### src/rtl/axi_decerr_slave.sv
// AXI default slave: answers every write and read with DECERR and all-zero data.
// Optional first-fault log is built only when AXI_DECERR_LOG_EN is defined.
module axi_decerr_slave #(
    parameter int ID_WIDTH   = 5,
    parameter int ADDR_WIDTH = 64,
    parameter int DATA_WIDTH = 64
) (
    input  logic                  clk_i,
    input  logic                  rst_i,

    input  logic                  aw_valid_i,
    output logic                  aw_ready_o,
    input  logic [ID_WIDTH-1:0]   aw_id_i,
    input  logic [ADDR_WIDTH-1:0] aw_addr_i,

    input  logic                  w_valid_i,
    output logic                  w_ready_o,
    input  logic                  w_last_i,

    output logic                  b_valid_o,
    input  logic                  b_ready_i,
    output logic [ID_WIDTH-1:0]   b_id_o,
    output logic [1:0]            b_resp_o,

    input  logic                  ar_valid_i,
    output logic                  ar_ready_o,
    input  logic [ID_WIDTH-1:0]   ar_id_i,
    input  logic [ADDR_WIDTH-1:0] ar_addr_i,
    input  logic [7:0]            ar_len_i,

    output logic                  r_valid_o,
    input  logic                  r_ready_i,
    output logic [ID_WIDTH-1:0]   r_id_o,
    output logic [DATA_WIDTH-1:0] r_data_o,
    output logic [1:0]            r_resp_o,
    output logic                  r_last_o,

    output logic                  err_valid_o,
    output logic                  err_write_o,
    output logic [ADDR_WIDTH-1:0] err_addr_o,
    input  logic                  err_clear_i
);

    localparam logic [1:0] RESP_DECERR = 2'b11;

    typedef enum logic [1:0] {W_IDLE, W_DATA, W_RESP} w_state_e;
    typedef enum logic       {R_IDLE, R_DATA}         r_state_e;

    w_state_e            w_state_q, w_state_d;
    logic [ID_WIDTH-1:0] b_id_q, b_id_d;
    r_state_e            r_state_q, r_state_d;
    logic [ID_WIDTH-1:0] r_id_q, r_id_d;
    logic [7:0]          cnt_q, cnt_d;

    logic aw_hs;
    logic ar_hs;

    // Readiness is masked by reset so nothing is accepted while rst_i is high.
    assign aw_ready_o = (w_state_q == W_IDLE) & ~rst_i;
    assign w_ready_o  = (w_state_q == W_DATA);
    assign b_valid_o  = (w_state_q == W_RESP);
    assign b_id_o     = b_id_q;
    assign b_resp_o   = RESP_DECERR;

    assign ar_ready_o = (r_state_q == R_IDLE) & ~rst_i;
    assign r_valid_o  = (r_state_q == R_DATA);
    assign r_last_o   = (r_state_q == R_DATA) && (cnt_q == 8'd0);
    assign r_id_o     = r_id_q;
    assign r_data_o   = '0;
    assign r_resp_o   = RESP_DECERR;

    assign aw_hs = aw_valid_i & aw_ready_o;
    assign ar_hs = ar_valid_i & ar_ready_o;

    always_comb begin
        w_state_d = w_state_q;
        b_id_d    = b_id_q;
        case (w_state_q)
            W_IDLE: begin
                if (aw_valid_i) begin
                    b_id_d    = aw_id_i;
                    w_state_d = W_DATA;
                end
            end
            W_DATA: begin
                if (w_valid_i && w_last_i) begin
                    w_state_d = W_RESP;
                end
            end
            W_RESP: begin
                if (b_ready_i) begin
                    w_state_d = W_IDLE;
                end
            end
            default: w_state_d = W_IDLE;
        endcase
    end

    // Counter holds beats remaining after the current one; len=255 gives 256 beats.
    always_comb begin
        r_state_d = r_state_q;
        r_id_d    = r_id_q;
        cnt_d     = cnt_q;
        case (r_state_q)
            R_IDLE: begin
                if (ar_valid_i) begin
                    r_id_d    = ar_id_i;
                    cnt_d     = ar_len_i;
                    r_state_d = R_DATA;
                end
            end
            R_DATA: begin
                if (r_ready_i) begin
                    if (cnt_q == 8'd0) begin
                        r_state_d = R_IDLE;
                    end else begin
                        cnt_d = cnt_q - 8'd1;
                    end
                end
            end
            default: r_state_d = R_IDLE;
        endcase
    end

    always_ff @(posedge clk_i or posedge rst_i) begin
        if (rst_i) begin
            w_state_q <= W_IDLE;
            b_id_q    <= '0;
            r_state_q <= R_IDLE;
            r_id_q    <= '0;
            cnt_q     <= 8'd0;
        end else begin
            w_state_q <= w_state_d;
            b_id_q    <= b_id_d;
            r_state_q <= r_state_d;
            r_id_q    <= r_id_d;
            cnt_q     <= cnt_d;
        end
    end

`ifdef AXI_DECERR_LOG_EN
    logic                  err_valid_q, err_valid_d;
    logic                  err_write_q, err_write_d;
    logic [ADDR_WIDTH-1:0] err_addr_q, err_addr_d;

    // A clear in the same cycle as a new fault leaves the new fault logged;
    // a write wins over a simultaneous read.
    always_comb begin
        err_valid_d = err_valid_q;
        err_write_d = err_write_q;
        err_addr_d  = err_addr_q;
        if (err_clear_i) begin
            err_valid_d = 1'b0;
        end
        if (!err_valid_q || err_clear_i) begin
            if (aw_hs) begin
                err_valid_d = 1'b1;
                err_write_d = 1'b1;
                err_addr_d  = aw_addr_i;
            end else if (ar_hs) begin
                err_valid_d = 1'b1;
                err_write_d = 1'b0;
                err_addr_d  = ar_addr_i;
            end
        end
    end

    always_ff @(posedge clk_i or posedge rst_i) begin
        if (rst_i) begin
            err_valid_q <= 1'b0;
            err_write_q <= 1'b0;
            err_addr_q  <= '0;
        end else begin
            err_valid_q <= err_valid_d;
            err_write_q <= err_write_d;
            err_addr_q  <= err_addr_d;
        end
    end

    assign err_valid_o = err_valid_q;
    assign err_write_o = err_write_q;
    assign err_addr_o  = err_addr_q;
`else
    logic unused_inputs;

    assign unused_inputs = ^{err_clear_i, aw_addr_i, ar_addr_i, aw_hs, ar_hs};
    assign err_valid_o   = 1'b0;
    assign err_write_o   = 1'b0;
    assign err_addr_o    = '0;
`endif

endmodule

### config.mk
export PLATFORM = sky130hd
export DESIGN_NAME = axi_decerr_slave
export DESIGN_NICKNAME = d
export VERILOG_FILES = /design/src/rtl/axi_decerr_slave.sv
export SDC_FILE = /design/constraint.sdc
export NUM_CORES = 1
export LEC_CHECK = 0
export ABC_AREA = 1
export CORE_AREA = 3 3 119 121
export DETAILED_ROUTE_END_ITERATION = 16
export DIE_AREA = 0 0 122 124
export PLACE_DENSITY_LB_ADDON = 0.05
export SYNTH_ARGS = -nofsm -noshare
export SYNTH_HDL_FRONTEND = slang
export SYNTH_SLANG_ARGS = --single-unit
### constraint.sdc
create_clock -name clk_i -period 1.78 [get_ports clk_i]
set_input_delay 0.356 -clock clk_i [delete_from_list [all_inputs] [get_ports clk_i]]
set_output_delay 0.356 -clock clk_i [all_outputs]
set_load 0.1 [all_outputs]
Word level (Yosys, flattened, before mapping)
Cells that the tools add are included.
{ "classes": {"n_mul": 0, "n_eq_ne": 8, "n_reduce_logical": 8, "bitwise": 4, "n_shift": 0, "n_addsub": 1, "div_mod_pow": 0, "order_cmp": 0, "n_mux": 12} }
{ "op_table": {"columns": ["op", "n"], "rows": [
  ["8-bit 2-to-1 mux", 3],
  ["8-bit case mux with 2 select lines", 1],
  ["8-bit logical NOT", 1],
  ["2-bit inequality test, second input constant", 4],
  ["8-bit by 1-bit subtractor with 8-bit output, second input constant", 1],
  ["2-bit 2-to-1 mux", 3],
  ["2-bit case mux with 3 select lines", 1],
  ["3-bit AND reduction", 2],
  ["2-bit by 1-bit inequality test with 1-bit output, second input constant", 2],
  ["2-bit AND reduction", 2],
  ["1-bit 2-to-1 mux", 3],
  ["1-bit AND", 2],
  ["2-bit by 1-bit equality test with 1-bit output, second input constant", 1],
  ["2-bit equality test, second input constant", 1],
  ["1-bit logical AND", 2],
  ["2-bit logical NOT", 1],
  ["1-bit NOT", 2],
  ["1-bit case mux with 2 select lines", 1]
]} }
{ "totals": {"latchBits": 0, "memories": 0, "ram_bits": 0, "out_inout_bits": 150, "inputBits": 155, "register_bits": 21, "rom_bits": 0, "elab_cells": 38} }

Depth between registers and ports, before layout
Gate-level depths: netlist (run 1).
{ "logic_depth": {"depth_word": 4, "ltp_mapped": 8, "depth_no_buf": 8} }

Worst setup path before layout (run 1)
No wires, ideal clock.
{ "synth_path": {"kind": "register to output", "from": "register r_state_q, in the netlist r_valid_o", "to": "output r_last_o", "slack_ps": -2046, "path_stages_with_launch": 4, "t_required_ps": 1424, "arrival_time_ps": 3470, "path_cell_list": "dfrtp_1 inv_1 clkbuf_1 nor3_1"} }
{ "synth_between": {"elab_chain_cells": 1} }
{ "synth_rtl": {"columns": ["item", "line_no", "text"], "rows": [
  ["start, declared", "51", "r_state_e r_state_q, r_state_d;"],
  ["start signal, assigned", "135", "r_state_q <= r_state_d;"],
  ["1-bit logical AND", "67", "assign r_last_o = (r_state_q == R_DATA) && (cnt_q == 8'd0);"],
  ["end, declared", "36", "output logic r_last_o,"]
]} }
Every way passes these cells.

Final worst setup path (run 1)
{ "layout_path": {"from": "register cnt_q[2]", "to": "output r_last_o"} }
{ "layout_between": {"elab_chain_cells": 2} }
{ "layout_rtl": {"columns": ["item", "line_no", "text"], "rows": [
  ["start, declared", "53", "logic [7:0] cnt_q, cnt_d;"],
  ["start signal, assigned", "137", "cnt_q <= cnt_d;"],
  ["8-bit logical NOT", "67", null],
  ["1-bit logical AND", "67", null]
]} }
Every way passes these cells.

==> results of run 1 <==
## final cells by class
class	instances	area, um^2	area share
Sequential cell	21	531	0.199
Clock buffer	3	75.1	0.0281
Inverter	11	41.3	0.0155
Multi-Input combinational cell	230	1120	0.420
Clock inverter	1	5.00	0.00188
Tap cell	176	220	0.0826
Timing Repair Buffer	55	676	0.253
## worst paths after layout
| check | depth (start not counted) | start | to |
|---|---|---|---|
| worst max-delay path | 4 | cnt_q[2] | r_last_o |
| worst min-delay path | 3 | rst_i | cnt_q[3] |
| worst max register to register | 7 | cnt_q[6] | cnt_q[2] |
| worst min register to register | 2 | cnt_q[3] | cnt_q[3] |
| max in group asynchronous | 3 | rst_i | r_valid_o |
| min in group clk_i | 2 | cnt_q[3] | cnt_q[3] |
## power by group through the flow
stage	clock network (mW)	registers [mW]	logic, mW
after floorplan	0	1.72	2.51
after global placement	0	0.954	4.15
after detailed placement	0	0.954	4.14
after CTS	0.531	0.938	4.20
after global routing	0.544	0.980	4.47
final	0.504	0.944	4.24
## placed cells by master (no fill, tap or decap), drive strengths merged
master         count
nand2             44
or2                1
ha                 2
nor3               2
mux2              10
inv               11
nand3              9
o31ai              1
nor2              14
buf               30
dfrtp             21
conb             134
clkdlybuf4s50     25
nand4              2
o21ai             10
clkinv             1
clkbuf             3
a21oi              1
## flip-flops by register name (all words and copies together), names as in the netlist
name / cells
b_id_o: 5
w_state_q: 2
cnt_q: 8
r_valid_o: 1
r_id_o: 5
## through the flow
step | setup TNS, ps | area (um^2) | hold WS [ps]
finish | 0 | 2670 | 539
global route | 0 | 2670 | 568
CTS | 0 | 2630 | 505
detailed placement | 0 | 2530 | 485
global placement | 0 | 2530 | 490
floorplan | -530 | 2690 | 333
## per-layer routing
layer,global-route usage,vias up
met1,0.0658,591
met5,0,-
met2,0.0829,130
met4,0.00420,0
li1,-,669
met3,0.0536,0
## cells by family (layout without fill, tap and decap cells)
logic type / after synthesis / after routing / share of synthesized area
buffers and inverters: 148 / 70 / 0.492
AND/OR/NAND/NOR: 72 / 72 / 0.157
flip-flops: 21 / 21 / 0.243
AO/OA/AOI/OAI: 12 / 12 / 0.0410
multiplexers: 10 / 10 / 0.0520
adder cells (fa/ha/maj): 2 / 2 / 0.0116
other: 2 / 134 / 0.00347
## worst min-delay path, cell delays in order
cell and delay (ps):
clkdlybuf4s50_1 500, inv_1 110, buf_4 170
## repair_timing
action,CTS,global route
buffers inserted,3,2
resized for setup,0,7
pin swaps,2,3
endpoints found under the setup margin,1,1
==> summary.txt, run 1 <==
Outcome
  • Outcome: finished clean

Yosys
  • Post-synth top area cell: buf_4
  • Main synth FF type: dfrtp_1
  • Synth cell types: 24
  • Gate Count Post-Synth: roughly 270
  • Number of flops mapped to enable cells by yosys: 0
  • Mapped Area: ~2200 um^2
  • Syn Area/Cell: 8.11 um^2
  • Synth top area cells: buf_4 (46%), dfrtp_1 (24%), nand2_1 (6.6%), mux2_2 (5.2%), inv_1 (1.9%)
  • Async SR Flop Fraction: 1.00
  • Commonest cells in the synthesized netlist: buf_4 (134), nand2_1 (38), dfrtp_1 (21)
  • FF+latch count, synth: 21
  • Yosys top cell area share: 0.465
  • Most frequent cell after synthesis: buf_4
  • Register area share after synthesis: 0.243
  • Synthesis Warnings: 0

Place
  • IO Port Bufs: between 40 and 50
  • HPWL Detailed: between 4 and 5 mm
  • Cell count after placement: slightly below 500
  • Pre-CTS setup slack: about 120 ps
  • GP Congestion: around 0.62

Clock network
  • CTS tree: done
  • Root Buffer: clkbuf_16
  • H-Tree Depth: 1
  • Clk buf depth: 2
  • Hold Buf Count CTS: 0
  • Clock Latency Late Sink: ~260 ps
  • Worst-path clk slew: around 60 ps
  • Clock tree sinks: 21
  • CTS buffer count: 3

Power
  • Final Total Pwr: about 5.7 mW
  • Combinational share of power: 0.745
  • NetSw: approximately 3.5 mW
  • Worst IR Drop VDD: 0.762 mV
  • Leakage dissipation: 1.36 nW
  • Net Sw Frac: 0.622
  • Pwr dens: about 2100 nW/um^2
  • Internal: around 2.2 mW
  • Part of the power in registers: 0.166
  • Clk pwr share: 0.089

Setup path
  • Slowest CP cell: dfrtp_2
  • Setup CP Type: reg -> out
  • Buf/Inv on CP: 1
  • Worst path max stage delay: ~430 ps
  • CP Cell Sequence: nor2_4 -> nand2_4 -> nor3_4 -> buf_12
  • Crit-path max FO: 3
  • Data arrival, critical path: approximately 1400 ps
  • Family with the most delay on the worst path: simple AND/OR/NAND/NOR gates
  • Critical path capture point type: output port
  • Reg2Reg Setup Slack: around 320 ps
  • Startpoint types: flip-flop
  • Critical Path RT: about 1400 ps

Detailed routing
  • DRC errors left: 0
  • Vias per cell: approximately 2.8
  • Post-route ant nets: 0
  • Via count: 1,390
  • Starting DRT DRC Count: 20
  • Final WL: a little under 5 mm
  • DR WL met3: between 1 and 1.5 mm
  • WL met2: approximately 1.9 mm
  • DR pass1 iterations: 3
  • Routed WL per cell: between 9 and 10 um
  • Highest layer used for signal routing: met3
  • Metal1 wirelength: roughly 1.8 mm

Floorplanning
  • Core Box Area: about 13,000 um^2
  • Initial Util: 0.164
  • I/O pin count: ~300
  • Height of the die: about 120 um
  • Die Width: roughly 120 um
  • FP Rows: 42
  • Die area: 15,100 um^2

Layout
  • Final Non-Filler Cells: ~500
  • Fill count: approximately 1,500
  • Post-route core utilization: 0.202
  • Final net count: ~480
  • Ant. Diodes: 0
  • Layout area overhead: 23.2%
  • Fraction of layout instances using a drive strength above 1: 0.218

Global route
  • Grt ovf: 0
  • First-pass GRT wire length: approximately 6.6 mm
  • Pin count of the biggest net entering global routing: 16
  • Number of global-route vias before repair: around 1,200
  • Gr usage total: 0.0577
  • Antenna violations before repair: 0

Timing
  • Highest clock rate: 578 MHz
  • Final hold vios: 0
  • RSZ-0062 raised after global routing: no
  • Fin. max-slew vios: 0
  • Final Cycle Share: 0.972
  • Tmin final: around 1700 ps
  • Final worst slack: ~49 ps
  • Setup-failing EPs final: 0
  • Clock Skew: ~4.3 ps

Hold path
  • Min-Delay Path Class: in -> async

Job
  • MaxCap Viol Count: 0
Power figures use the tool's default switching activity.
==> run 2, diff against run 1 <==
Settings changed: ABC_CLOCK_PERIOD_IN_PS set to 1780, GPL_ROUTABILITY_DRIVEN set to 0.
==> results of run 2 <==
Same layout as run 1: the final DEF is identical, and so are final timing and power.
